[src/rtl/reg_file_dumper_pkg.sv]
// Shared definitions for the register-file scan-out engine: default geometry and FSM encoding.
// The state values match the encodings used by reg_file and the CPU datapath.
package reg_file_dumper_pkg;

  localparam int NREGS_DEF         = 8;
  localparam int AW_DEF            = 3;
  localparam int DW_DEF            = 8;
  localparam int SETTLE_CYCLES_DEF = 1;

  typedef enum logic [1:0] {
    IDLE   = 2'd0,
    SETTLE = 2'd1,
    SEND   = 2'd2,
    FIN    = 2'd3
  } dump_state_t;

  // Width needed to hold the settle reload value; never narrower than one bit.
  function automatic int settle_width(input int cycles);
    return (cycles < 2) ? 1 : $clog2(cycles + 1);
  endfunction

endpackage

[src/rtl/reg_file_dumper.sv]
// Debug scan-out engine: walks a block of register-file addresses and streams {addr, data} out.
// START to first DOUT_VALID is 1+SETTLE_CYCLES edges; SEND holds DOUT/RD_ADDR frozen until DOUT_READY.
module reg_file_dumper
  import reg_file_dumper_pkg::*;
#(
  parameter int NREGS         = NREGS_DEF,
  parameter int AW            = AW_DEF,
  parameter int DW            = DW_DEF,
  parameter int SETTLE_CYCLES = SETTLE_CYCLES_DEF
) (
  input  logic          CLK,
  input  logic          RESET,
  input  logic          START,
  input  logic [AW-1:0] BASE_ADDR,
  input  logic [AW:0]   COUNT,
  output logic [AW-1:0] RD_ADDR,
  input  logic [DW-1:0] RD_DATA,
  output logic [DW-1:0] DOUT,
  output logic [AW-1:0] DOUT_ADDR,
  output logic          DOUT_VALID,
  input  logic          DOUT_READY,
  output logic          BUSY,
  output logic          DONE,
  output logic [DW-1:0] CHECKSUM
);

  localparam int            SW          = settle_width(SETTLE_CYCLES);
  localparam logic [AW:0]   NREGS_W     = (AW+1)'(NREGS);
  localparam logic [AW:0]   REM_ONE     = (AW+1)'(1);
  localparam logic [AW-1:0] ADDR_ONE    = AW'(1);
  localparam logic [SW-1:0] SETTLE_ONE  = SW'(1);
  localparam logic [SW-1:0] SETTLE_LOAD = SW'(SETTLE_CYCLES);

  dump_state_t   state;
  dump_state_t   state_nxt;
  logic [AW:0]   remaining;
  logic [AW:0]   eff_count;
  logic [SW-1:0] settle_cnt;

  logic start_dump;
  logic start_empty;
  logic capture;
  logic xfer;
  logic last_xfer;

  // Requests larger than the file are clamped so each register is read at most once.
  always_comb begin
    eff_count = COUNT;
    if (COUNT > NREGS_W) begin
      eff_count = NREGS_W;
    end
  end

  always_comb begin
    state_nxt   = state;
    start_dump  = 1'b0;
    start_empty = 1'b0;
    capture     = 1'b0;
    xfer        = 1'b0;
    last_xfer   = 1'b0;
    case (state)
      IDLE: begin
        if (START) begin
          if (eff_count != '0) begin
            start_dump = 1'b1;
            state_nxt  = SETTLE;
          end else begin
            start_empty = 1'b1;
            state_nxt   = FIN;
          end
        end
      end
      SETTLE: begin
        if (settle_cnt <= SETTLE_ONE) begin
          capture   = 1'b1;
          state_nxt = SEND;
        end
      end
      SEND: begin
        if (DOUT_VALID && DOUT_READY) begin
          xfer = 1'b1;
          if (remaining == REM_ONE) begin
            last_xfer = 1'b1;
            state_nxt = FIN;
          end else begin
            state_nxt = SETTLE;
          end
        end
      end
      FIN: begin
        state_nxt = IDLE;
      end
      default: begin
        state_nxt = IDLE;
      end
    endcase
  end

  always_ff @(posedge CLK) begin
    if (!RESET) begin
      state <= IDLE;
    end else begin
      state <= state_nxt;
    end
  end

  always_ff @(posedge CLK) begin
    if (!RESET) begin
      RD_ADDR    <= '0;
      DOUT       <= '0;
      DOUT_ADDR  <= '0;
      DOUT_VALID <= 1'b0;
      BUSY       <= 1'b0;
      CHECKSUM   <= '0;
      remaining  <= '0;
      settle_cnt <= '0;
    end else begin
      if (start_dump) begin
        RD_ADDR    <= BASE_ADDR;
        remaining  <= eff_count;
        settle_cnt <= SETTLE_LOAD;
        CHECKSUM   <= '0;
        BUSY       <= 1'b1;
      end
      if (start_empty) begin
        CHECKSUM <= '0;
      end
      if (state == SETTLE) begin
        settle_cnt <= settle_cnt - SETTLE_ONE;
      end
      // The value present at the capture edge wins, even if a CPU write just landed.
      if (capture) begin
        DOUT       <= RD_DATA;
        DOUT_ADDR  <= RD_ADDR;
        DOUT_VALID <= 1'b1;
      end
      if (xfer) begin
        CHECKSUM   <= CHECKSUM + DOUT;
        DOUT_VALID <= 1'b0;
        remaining  <= remaining - REM_ONE;
        if (!last_xfer) begin
          RD_ADDR    <= RD_ADDR + ADDR_ONE;
          settle_cnt <= SETTLE_LOAD;
        end
      end
      if (state == FIN) begin
        BUSY <= 1'b0;
      end
    end
  end

  assign DONE = (state == FIN);

endmodule
[config.mk]
export PLATFORM = sky130hd
export DESIGN_NAME = reg_file_dumper
export DESIGN_NICKNAME = d
export VERILOG_FILES = /design/src/rtl/reg_file_dumper_pkg.sv /design/src/rtl/reg_file_dumper.sv
export SDC_FILE = /design/constraint.sdc
export NUM_CORES = 1
export LEC_CHECK = 0
export BUFFER_PORTS_ARGS = -buffer_cell sky130_fd_sc_hd__buf_4
export CORE_UTILIZATION = 35
export CTS_BUF_LIST = sky130_fd_sc_hd__clkbuf_2 sky130_fd_sc_hd__clkbuf_4 sky130_fd_sc_hd__clkbuf_8
export CTS_CLUSTER_SIZE = 20
export DETAILED_ROUTE_END_ITERATION = 10
export MAX_ROUTING_LAYER = met4
export PLACE_DENSITY_LB_ADDON = 0.1
export SYNTH_ARGS = -nofsm -noshare
export SYNTH_HDL_FRONTEND = slang
export SYNTH_SLANG_ARGS = --single-unit
[constraint.sdc]
create_clock -name CLK -period 1.68 [get_ports CLK]
set_input_delay 0.084 -clock CLK [delete_from_list [all_inputs] [get_ports CLK]]
set_output_delay 0.084 -clock CLK [all_outputs]
set_load 0.02 [all_outputs]
Yosys cells after proc, flatten, opt, wreduce, memory -nomap -nowiden:

Index checks and enable logic that the tools add are counted.

* register bits: 31
* bits in latches: 0
* bits in writable memories: 0
* bits in read-only memories: 0
* input bits: 19
* output and inout bits: 25
* word-level logic and storage cells: 63
* memories kept: 0

* add/sub/neg operators: 4
* $mul: 0
* divide/modulo/power cells: 0
* order comparisons: 2
* equality and inequality tests: 7
* shift-type cells: 0
* muxes and demuxes: 32
* bitwise gates (word level): 1
* reduce and logical (&&, ||, !) cells: 8

Operators with widths (count)
* 8-bit two-way mux: 3
* 1-bit two-way mux: 17
* 4-bit two-way mux: 3
* 2-bit two-way mux: 5
* 3-bit two-way mux: 3
* 8-bit adder: 1
* 2-bit case mux with 4 select lines: 1
* 2-bit inequality test (second input constant): 3
* 2-bit equality test (second input constant): 2
* 4-bit by 1-bit equality test with 1-bit output (second input constant): 1
* 4-bit > comparator (second input constant): 1
* 4-bit nonzero test: 1
* 2-bit OR reduction: 2
* 4-bit by 1-bit subtractor with 4-bit output (second input constant): 1
* 3-bit by 1-bit adder with 3-bit output (second input constant): 1
* 3-bit AND reduction: 1
* 3-bit nonzero test: 1
* 2-bit by 1-bit equality test with 1-bit output (second input constant): 1
* 2-bit zero test: 1
* 2-bit nonzero test: 1
* 1-bit <= comparator (second input constant): 1
* 1-bit logical AND: 1
* 1-bit inverter: 1
* 1-bit subtractor (second input constant): 1

Logic depth before layout (Yosys ltp):

* depth after elaboration: 10
* mapped depth: 8
* mapped depth without buffers: 7

Worst setup path after synthesis:

OpenSTA, ideal clock, no wires.

* kind: register -> register
* start point: reg DOUT[0]
* end point: reg CHECKSUM[6]
* library setup time: 0.116 ns
* arrival: 1.736 ns
* data required time: 1.564 ns
* setup slack: -0.171 ns
* stages on the path, launching flop included: 8
* path buffers: 0
* period minus slack after synthesis: 1.851 ns
* path through: dfxtp_1 -> ha_1 -> fa_1 -> a211oi_1 -> o21bai_1 -> a21oi_1 -> mux2i_1 -> a31o_1

* cells in the longest elaborated chain, start to end: 2

RTL lines
* from (decl): RTL line reg_file_dumper.sv:18 `output logic [DW-1:0] DOUT,`
* from (signal assigned): RTL line reg_file_dumper.sv:110 `DOUT <= '0;`
* from (signal assigned): RTL line reg_file_dumper.sv:133 `DOUT <= RD_DATA;`
* 8-bit adder: RTL line reg_file_dumper.sv:138 `CHECKSUM <= CHECKSUM + DOUT;`
* 8-bit two-way mux: RTL line reg_file_dumper.sv:137 `if (xfer) begin`
* to (signal assigned): RTL line reg_file_dumper.sv:138
* to (decl): RTL line reg_file_dumper.sv:24 `output logic [DW-1:0] CHECKSUM`

No other way between the ends.
A chain may end at the register's enable or synchronous reset.

Final worst setup path:

Ends and elaborated chain as after synthesis.

==> impl_metrics.sql <==
INSERT INTO impl_metrics (metric_group, metric, value, unit) VALUES
('final_layout', 'final.fill_count', '439', ''),
('clock_network', 'cts_hold_buf', '0', ''),
('final_layout', 'antenna_cells', '0', ''),
('timing', 'final_min_period_over_clock_period', '98.8', '%'),
('clock_network', 'cts-root-buf', 'clkbuf_8', ''),
('min_path', 'min_path_type', 'in -> reg', ''),
('yosys', 'mappedNetlistNets', '210', ''),
('global_routing', 'grt_first_pass_wirelength', '6.79', 'mm'),
('clock_network', 'cts_max_level', '2', ''),
('yosys', 'syn-cell-area', '0.00158', 'sq mm'),
('critical_path', 'path_max_fanout', '3', ''),
('critical_path', 'cpMaxStageDelayCell', 'fa_2', ''),
('routing', 'detailedRoute.firstIterationViolations', '54', ''),
('placement', 'final_replace_weighted_congestion', '0.851', ''),
('timing', 'rsz0062_at_grt', 'true', ''),
('routing', 'drt-total-wl', '3.91', 'mm'),
('run', 'drv.max_cap_violation_count', '0', ''),
('final_layout', 'layout.cell_area.non_filler', '0.00215', 'sq mm'),
('critical_path', 'rr_worst_depth', '7', ''),
('timing', 'period_minus_slack', '1.66', 'ns'),
('clock_network', 'cts_inserted_buffers', '5', ''),
('yosys', 'seq_area_frac_synth', '38.1', '%'),
('timing', 'worst-slew-pin-transition', '0.444', 'ns'),
('critical_path', 'cp_data_arrival_time', '1.84', 'ns'),
('critical_path', 'timing.critical_path.cells', 'ha_4 -> fa_2 -> a211oi_2 -> o21bai_1 -> a21oi_1 -> mux2i_1 -> a31o_1', ''),
('power', 'power.static_leakage', '0.958', 'nW'),
('timing', 'setup_viol', '0', ''),
('run_status', 'status', 'complete, no violations', ''),
('timing', 'report.final.slew_viol_count', '0', ''),
('final_layout', 'post_route_cells_drive_above_1_share', '34.2', '%'),
('final_layout', 'layout.cells.most_common', 'buf_4', ''),
('final_layout', 'layout.cells.most_common_list', 'buf_4, dfxtp_1, nand2_1, a21oi_1, nor2_1', ''),
('yosys', 'synthCells', '180', ''),
('die', 'start_util', '36.2', '%'),
('die', 'ioPinCount', '44', ''),
('critical_path', 'max_stage_delay', '0.36', 'ns'),
('placement', 'detail_placement_hpwl', '2.92', 'mm'),
('clock_network', 'clock_insertion_delay_worst_skew', '0.28', 'ns'),
('min_path', 'hold-path-cell-count', '3', ''),
('yosys', 'synthArstFlopShare', '0', '%'),
('yosys', 'ys.flop_type', 'dfxtp_1', ''),
('placement', 'place_area', '0.00201', 'sq mm'),
('global_routing', 'overflow', '0', ''),
('routing', 'ant_nets', '0', ''),
('critical_path', 'timing.setup.critical_path_class', 'reg -> reg', ''),
('power', 'p_per_area', '822', 'mW/mm^2'),
('clock_network', 'cts.repair_timing.setup_buffer_count', '0', ''),
('yosys', 'post-synth-top-area-cell', 'dfxtp_1', ''),
('die', 'die_h', '69.1', 'um'),
('yosys', 'netlist_top_cells_area', 'dfxtp_1, ha_1, a21oi_1', ''),
('clock_network', 'clk_pin_slew', '0.06', 'ns'),
('clock_network', 'cts_tree', 'built', ''),
('routing', 'total_vias_in_the_final_route', '1485', ''),
('yosys', 'synth_cell_types', '53', ''),
('final_layout', 'nets', '263', ''),
('global_routing', 'maximum_number_of_pins_on_one_net_before_global_route_repair', '12', ''),
('timing', 'finalClockSkew', '0.00386', 'ns'),
('routing', 'post_detailed_route_drc_marker_count', '0', ''),
('yosys', 'synth_warnings', '0', ''),
('yosys', 'synthDominantCellAreaShare', '38.1', '%'),
('timing', 'final_hold_viol_count', '0', ''),
('critical_path', 'critical_path_required', '1.86', 'ns'),
('timing', 'maxSlewHeadroom', '70.4', '%'),
('global_routing', 'number_of_antenna_violations_at_the_first_check_in_global_routing', '0', ''),
('yosys', 'synth_enable_flop_cells', '0', ''),
('critical_path', 'worst_setup_path_start_kind', 'flop', ''),
('yosys', 'post_synth.cell_area_avg', '8.76', 'sq um'),
('clock_network', 'cts_sinks', '30', ''),
('critical_path', 'crit_path_capture_type', 'flop', ''),
('routing', 'vias_per_cell', '5.19', ''),
('global_routing', 'groute.usage.overall', '18.2', '%');
==> report_power, final <==
part | internal, mW | switching (mW) | leakage, nW
sequential | 0.744 | 0.0381 | 0.245
clock | 0.436 | 0.278 | 0.0579
combinational | 0.127 | 0.145 | 0.655
==> layout make-up <==
class | count | area [sq um] | share of cell area, %
Clock buffer | 5 | 68.8 | 3.20
Clock inverter | 3 | 40.0 | 1.86
Inverter | 4 | 15.0 | 0.698
Multi-Input combinational cell | 138 | 955 | 44.4
Sequential cell | 30 | 603 | 28.0
Tap cell | 52 | 65.1 | 3.02
Timing Repair Buffer | 54 | 405 | 18.8
==> synth_stat cells, types with 3 or more instances <==
master    number
nor2b_1        6
inv_1          4
clkbuf_1       4
a21o_1         3
nand3_1        6
nand2_1       27
dfxtp_1       30
a22oi_1        5
nor2_1        11
ha_1          10
a211oi_1       4
a21oi_1       22
xor2_1         3
==> worst register-to-register path: cells and delay by family (launching register included) <==
family,cells,cell delay (ns)
compound gates,4,0.60
flops,1,0.34
mux,1,0.10
fa+ha+maj,2,0.52
==> layer usage <==
layer  vias to the layer above  track usage, %  part of all wire, %
met3                         6            4.53                  4.2
li1                        746               -                    -
met5                         -               -                    0
met2                        30            31.6                   50
met4                         0            6.12                  1.4
met1                       703            20.4                   44
==> flip-flops by register name (all words and copies together), names as in the netlist <==
signal / count
DOUT_VALID: 1
remaining: 4
BUSY: 1
CHECKSUM: 8
DOUT: 8
RD_ADDR: 3
DOUT_ADDR: 3
state: 2
==> stage by stage <==
| step | worst slack, ns | util (%) | total power, mW | hold WS [ns] | TNS, ns |
|---|---|---|---|---|---|
| after floorplan | 0.00417 | - | 0.947 | 0.212 | 0 |
| after global placement | 0.0251 | 46.2 | 1.06 | 0.331 | 0 |
| after detailed placement | 0.00218 | 46.2 | 1.07 | 0.341 | 0 |
| after CTS | 0.0157 | 49.0 | 1.79 | 0.0407 | 0 |
| after global routing | -0.0450 | 49.4 | 1.84 | 0.0568 | -0.0450 |
| final | 0.0206 | 49.4 | 1.77 | 0.0462 | 0 |
==> path summary, 6_finish.rpt <==
path                     start           end  slack (ns)
setup / recovery       DOUT[0]   CHECKSUM[6]        0.02
hold / removal      RD_DATA[3]       DOUT[3]        0.05
setup reg to reg       DOUT[0]   CHECKSUM[6]        0.02
hold reg to reg   DOUT_ADDR[0]  DOUT_ADDR[0]        0.46
==> cell families after synthesis <==
family	after synthesis	share of synthesized area, %
AND/OR/NAND/NOR	71	25.1
multiplexers	1	0.635
flip-flops	30	38.1
AO/OA/AOI/OAI	51	20.9
XOR/XNOR	4	2.22
adder cells (fa/ha/maj)	11	9.21
buffers and inverters	12	3.89
==> timing repair <==
item / in CTS / in global routing
endpoints found under the hold margin: 0 / 0
gates cloned: 0 / 0
resized for setup: 1 / 4
setup endpoints to repair: 1 / 5
pin swaps: 0 / 0
Power figures use the tool's default switching activity.
